==> config.mk <==
export PLATFORM = sky130hd
export DESIGN_NAME = fft_loader
export DESIGN_NICKNAME = d
export VERILOG_FILES = /design/src/rtl/fft_loader_pkg.sv /design/src/rtl/fft_loader_window_rom.sv /design/src/rtl/fft_loader.sv
export SDC_FILE = /design/constraint.sdc
export NUM_CORES = 1
export LEC_CHECK = 0
export CAP_MARGIN = 20
export CORE_MARGIN = 3
export CORE_UTILIZATION = 60
export DETAILED_ROUTE_END_ITERATION = 10
export PLACE_DENSITY = 0.8
export SYNTH_ARGS = -nofsm -noshare
export SYNTH_HDL_FRONTEND = slang
export SYNTH_SLANG_ARGS = --single-unit
export TNS_END_PERCENT = 50
==> constraint.sdc <==
create_clock -name clk -period 8 [get_ports clk]
set_input_delay 1.6 -clock clk [delete_from_list [all_inputs] [get_ports clk]]
set_output_delay 1.6 -clock clk [all_outputs]
set_load 0.02 [all_outputs]
==> src/rtl/fft_loader_pkg.sv <==
// Shared types, sizes and the complex-word packer for the FFT input loader.
package fft_loader_pkg;

  localparam int unsigned FFT_N      = 64;
  localparam int unsigned FFT_ADDR_W = 6;
  localparam int unsigned SAMPLE_W   = 16;
  localparam int unsigned FFT_DATA_W = 2 * SAMPLE_W;
  localparam int unsigned DROP_W     = 8;

  typedef enum logic [2:0] {
    FILL,
    LAST,
    START,
    WAIT,
    CLEAR
  } state_t;

  typedef struct packed {
    logic [SAMPLE_W-1:0] re;
    logic [SAMPLE_W-1:0] im;
  } cplx_t;

  // Pack real/imaginary halves into one FFT RAM word, real part on top.
  function automatic logic [FFT_DATA_W-1:0] pack_complex(
    input logic [SAMPLE_W-1:0] re,
    input logic [SAMPLE_W-1:0] im
  );
    cplx_t word;
    word.re = re;
    word.im = im;
    return word;
  endfunction

endpackage

==> src/rtl/fft_loader_window_rom.sv <==
// 64-point Hann window, unsigned Q1.15: round(32767*0.5*(1-cos(2*pi*i/63))).
module window_rom
  import fft_loader_pkg::*;
(
  input  logic [FFT_ADDR_W-1:0] index,
  output logic [SAMPLE_W-1:0]   coef
);

  logic [FFT_ADDR_W-2:0] half;

  // Table is symmetric (w[i] == w[63-i]), so only the first half is stored.
  always_comb begin
    half = index[FFT_ADDR_W-1] ? ~index[FFT_ADDR_W-2:0] : index[FFT_ADDR_W-2:0];
    coef = '0;
    case (half)
      5'd0:  coef = 16'd0;
      5'd1:  coef = 16'd81;
      5'd2:  coef = 16'd325;
      5'd3:  coef = 16'd728;
      5'd4:  coef = 16'd1286;
      5'd5:  coef = 16'd1995;
      5'd6:  coef = 16'd2847;
      5'd7:  coef = 16'd3833;
      5'd8:  coef = 16'd4944;
      5'd9:  coef = 16'd6169;
      5'd10: coef = 16'd7495;
      5'd11: coef = 16'd8909;
      5'd12: coef = 16'd10398;
      5'd13: coef = 16'd11946;
      5'd14: coef = 16'd13539;
      5'd15: coef = 16'd15159;
      5'd16: coef = 16'd16792;
      5'd17: coef = 16'd18421;
      5'd18: coef = 16'd20029;
      5'd19: coef = 16'd21601;
      5'd20: coef = 16'd23122;
      5'd21: coef = 16'd24575;
      5'd22: coef = 16'd25947;
      5'd23: coef = 16'd27224;
      5'd24: coef = 16'd28393;
      5'd25: coef = 16'd29443;
      5'd26: coef = 16'd30363;
      5'd27: coef = 16'd31145;
      5'd28: coef = 16'd31779;
      5'd29: coef = 16'd32260;
      5'd30: coef = 16'd32584;
      5'd31: coef = 16'd32747;
      default: coef = '0;
    endcase
  end

endmodule

==> src/rtl/fft_loader.sv <==
// Collects 64 audio samples (optionally Hann-windowed) into the FFT input RAM,
// kicks the FFT, and waits for the consumer before starting the next frame.
module fft_loader
  import fft_loader_pkg::*;
#(
  parameter bit WINDOW_EN = 1'b1
) (
  input  logic                  clk,
  input  logic                  reset,
  input  logic                  sample_valid,
  input  logic [SAMPLE_W-1:0]   sample_data,
  output logic                  sample_ready,
  input  logic                  fft_done,
  input  logic                  frame_release,
  output logic                  fft_load,
  output logic [FFT_ADDR_W-1:0] fft_load_address,
  output logic [FFT_DATA_W-1:0] fft_data,
  output logic                  fft_start,
  output logic                  fft_clear,
  output logic [DROP_W-1:0]     drop_count
);

  localparam logic [FFT_ADDR_W-1:0] LAST_INDEX = FFT_ADDR_W'(FFT_N - 1);

  state_t                   state;
  state_t                   next_state;
  logic [FFT_ADDR_W-1:0]    index;
  logic [SAMPLE_W-1:0]      coef;
  logic signed [FFT_DATA_W-1:0] product;
  logic [SAMPLE_W-1:0]      real_part;
  logic                     accept;

  assign accept = sample_valid & sample_ready;

  window_rom u_window_rom (
    .index (index),
    .coef  (coef)
  );

  // Q1.15 x Q1.15 multiply; bits [30:15] of the product, truncated toward -inf.
  always_comb begin
    product   = FFT_DATA_W'($signed(sample_data)) * FFT_DATA_W'($signed(coef));
    real_part = WINDOW_EN ? SAMPLE_W'(product >>> (SAMPLE_W - 1)) : sample_data;
  end

  // State register.
  always_ff @(posedge clk) begin
    if (reset) begin
      state <= FILL;
    end else begin
      state <= next_state;
    end
  end

  // Next-state logic.
  always_comb begin
    next_state = state;
    case (state)
      FILL:    if (accept && (index == LAST_INDEX)) next_state = LAST;
      LAST:    next_state = START;
      START:   next_state = WAIT;
      WAIT:    if (fft_done && frame_release) next_state = CLEAR;
      CLEAR:   next_state = FILL;
      default: next_state = FILL;
    endcase
  end

  // Registered outputs, sample index and drop counter.
  always_ff @(posedge clk) begin
    if (reset) begin
      index            <= '0;
      sample_ready     <= 1'b1;
      fft_load         <= 1'b0;
      fft_load_address <= '0;
      fft_data         <= '0;
      fft_start        <= 1'b0;
      fft_clear        <= 1'b0;
      drop_count       <= '0;
    end else begin
      sample_ready <= (next_state == FILL);
      fft_load     <= accept;
      fft_start    <= (next_state == START);
      fft_clear    <= (next_state == CLEAR);
      if (accept) begin
        fft_load_address <= index;
        fft_data         <= pack_complex(real_part, '0);
        index            <= index + 6'd1;
      end
      if (state == CLEAR) begin
        index <= '0;
      end
      if (sample_valid && !sample_ready && (drop_count != '1)) begin
        drop_count <= drop_count + 8'd1;
      end
    end
  end

endmodule

==> impl_metrics.env <==
export IMPL_hold_buffers=0
export IMPL_skew_ps=4.58
export IMPL_final_area_um2=12900
export IMPL_antenna_cells=0
export IMPL_critical_path_class="primary input to flip-flop"
export IMPL_io_buffers=54
export IMPL_relSlewSlack_pct=28.2
export IMPL_setup_viol=0
export IMPL_crit_chain="clkdlybuf4s50_1, buf_4, and2_1, fa_1, fa_1, fa_1, fa_1, fa_1, inv_1, fa_1, inv_1, ha_1, a21o_1, a21o_1, a21oi_1, nor2_1, a211oi_1, inv_1, a221oi_1, or4_1, nand3_1"
export IMPL_antenna_left=0
export IMPL_core_um2=18800
export IMPL_ir_drop_uv=181
export IMPL_num_rows=50
export IMPL_crit_path_top_delay_cell="clkdlybuf4s50_1"
export IMPL_synth_cell_types=62
export IMPL_path_clk_slew_ps=60
export IMPL_path_delay_family="adder cells"
export IMPL_drive_gt1_share_pct=6.91
export IMPL_run_status="finished clean"
export IMPL_root_buffer="clkbuf_16"
export IMPL_rsz0062_at_grt="false"
export IMPL_end_kind="flip-flop"
export IMPL_maxCapViolations=0
export IMPL_synthFlopType="dfxtp_1"
export IMPL_htreeDepth=2
export IMPL_areaGrowthSynthToFinish_pct=11.6
export IMPL_clock_path_buffers=2
export IMPL_hold_viol_final=0
export IMPL_drcViolationCount=0
export IMPL_ys_seq_area_share_pct=7.45
export IMPL_power_density_nw_per_um2=119
export IMPL_avgSynthCellArea_um2=8.66
export IMPL_grt_first_pass_wirelength_mm=47.1
export IMPL_syn_inst=1334
export IMPL_required_ps=8170
export IMPL_dieArea_um2=20900
export IMPL_drt_iter0_markers=517
export IMPL_p_leak_uw=0.00632
export IMPL_insertion_delay_ps=280
export IMPL_start_util_pct=61.3
export IMPL_first_pass_iters=5
export IMPL_ys_ff_latch=43
export IMPL_multi_input_area_um2=9400
export IMPL_fp_dieW_um=145
export IMPL_gr_total_overflow=0
export IMPL_grt_total_usage_pct=28.3
export IMPL_p_total_uw=1530
export IMPL_wl_per_cell_um=17.0
export IMPL_cpMostUsedCell="fa_1"
export IMPL_final_cell_mix="263 x inv_1, 240 x fa_1, 173 x nand2_1, 119 x and2_1, 78 x ha_1"
export IMPL_cts_sinks=43
export IMPL_clock_fmax_ghz=0.130
export IMPL_via_per_inst=5.59
export IMPL_slew_violations=0
export IMPL_critPathMaxFanout=8
export IMPL_worstPathArrival_ps=7880
export IMPL_cpPeakStageDelay_ps=610
export IMPL_num_vias=9305
export IMPL_n_fill_cell=1474
export IMPL_regArea_um2=863
export IMPL_cp_num_buf_inv=5
export IMPL_async_reset_ff_share_pct=0
export IMPL_die_height_um=145
export IMPL_cts_tree="yes"
export IMPL_synth_edf_count=0
export IMPL_yosys_warnings=0
export IMPL_tns_ps=0
export IMPL_grt_pass1_vias=9577
export IMPL_min_period_over_period_pct=96.4
export IMPL_critPathLaunchType="primary input"
export IMPL_netlist_area_um2=11500
export IMPL_grt_max_degree=38
export IMPL_min_period_ps=7710
export IMPL_placed_area_um2=12700
export IMPL_hp_class="flip-flop to flip-flop"
export IMPL_cts_buffers_inserted=5
export IMPL_layout_commonest_cell="inv_1"
export IMPL_gp_congestion=0.908
export IMPL_drt_wl_total_mm=28.2
export IMPL_final_nets=1743
export IMPL_worstMarginPinSlew_ps=1070
export IMPL_dpl_hpwl_mm=23.0
export IMPL_ios=71
export IMPL_antenna_found_initial=0
worst reg2reg max path, delay by kind of cell, from the launching register on:
kind / cells / cell delay, ps
AO/OA/AOI/OAI: 7 / 1190
adder cells (fa/ha/maj): 7 / 3210
buffers and inverters: 7 / 900
flip-flops: 1 / 310
AND/OR/NAND/NOR: 9 / 1920
worst paths after layout:
kind	startpoint	endpoint	slack, ps	cells past startpoint
worst max-delay path	sample_data[7]	fft_data[28]	290	21
worst min-delay path	fft_load_address[4]	fft_load_address[4]	450	2
worst max register to register	index[5]	fft_data[30]	390	30
worst min register to register	fft_load_address[4]	fft_load_address[4]	450	2
cells in the mapped netlist (4+ instances only):
| library cell | instances | area [um^2] |
|---|---|---|
| o22ai_1 | 4 | 25.0 |
| buf_1 | 5 | 18.8 |
| nor4b_1 | 7 | 61.3 |
| a211o_1 | 5 | 43.8 |
| xor2_1 | 16 | 140 |
| o21a_1 | 5 | 37.5 |
| inv_1 | 264 | 991 |
| nand3_1 | 20 | 100 |
| a32o_1 | 4 | 40.0 |
| xnor2_1 | 18 | 158 |
| a21o_1 | 7 | 52.6 |
| nand2_1 | 173 | 649 |
| a21oi_1 | 59 | 295 |
| dfxtp_1 | 43 | 861 |
| buf_2 | 6 | 30.0 |
| clkbuf_1 | 49 | 184 |
| fa_1 | 240 | 4800 |
| a31oi_1 | 8 | 50.1 |
| ha_1 | 79 | 988 |
| nand4_1 | 13 | 81.3 |
| buf_4 | 18 | 135 |
| or3_1 | 5 | 31.3 |
| a211oi_1 | 6 | 45.0 |
| and2_1 | 119 | 744 |
| or4_1 | 5 | 37.5 |
| o211ai_1 | 4 | 30.0 |
| nor3_1 | 7 | 35.0 |
| nor2_1 | 46 | 173 |
| nor2b_1 | 17 | 106 |
| o21ai_0 | 32 | 160 |
cell type report:
| class | count | area share, % |
|---|---|---|
| Multi-Input combinational cell | 963 | 72.9 |
| Timing Repair Buffer | 126 | 8.95 |
| Inverter | 264 | 7.69 |
| Sequential cell | 43 | 6.70 |
| Tap cell | 260 | 2.52 |
| Clock buffer | 7 | 1.18 |
| Clock inverter | 1 | 0.0582 |
state kept, by name, indices dropped and copies added (netlist names):
| register | flops |
|---|---|
| drop_count | 8 |
| state | 3 |
| index | 6 |
| fft_start | 1 |
| sample_ready | 1 |
| fft_load | 1 |
| fft_clear | 1 |
| fft_load_address | 6 |
| fft_data | 16 |
cell families (layout without fill, tap and decap cells):
family	count (synthesis)	after routing	synth area share, %
AND/OR/NAND/NOR	428	428	18.4
buffers and inverters	343	398	11.9
adder cells (fa/ha/maj)	319	319	50.2
AO/OA/AOI/OAI	162	162	9.05
flip-flops	43	43	7.45
XOR/XNOR	35	35	2.72
multiplexers	3	3	0.271
other	1	16	0.0325
per-layer routing:
layer | global-route usage, % | part of all wire (%) | up-vias
met1 | 37.7 | 40 | 4679
met4 | 8.74 | 3.6 | 0
li1 | - | - | 4225
met2 | 49.4 | 51 | 326
met3 | 2.56 | 5.7 | 75
met5 | 0 | 0 | -
stage by stage:
| step | hold slack [ps] | setup WS, ps | util (%) | std cells |
|---|---|---|---|---|
| final | 455 | 286 | 68.5 | 1664 |
| after global placement | 441 | 150 | 67.3 | 1651 |
| after global routing | 473 | 39.3 | 68.5 | 1664 |
| after floorplan | 473 | 733 | - | 1349 |
| after detailed placement | 447 | 22.5 | 67.3 | 1652 |
| after CTS | 456 | 81.2 | 68.2 | 1660 |
report_power, final:
group / internal (uW) / leakage [uW] / switching, uW
Sequential: 240 / 0.000351 / 22.8
Combinational: 438 / 0.00589 / 611
Clock: 133 / 0.0000761 / 85.7
repair_timing:
| item | CTS | global route |
|---|---|---|
| resized for setup | 0 | 8 |
| endpoints found under the setup margin | 0 | 11 |
| setup buffers | 0 | 3 |
(Power assumes the default switching activity.)
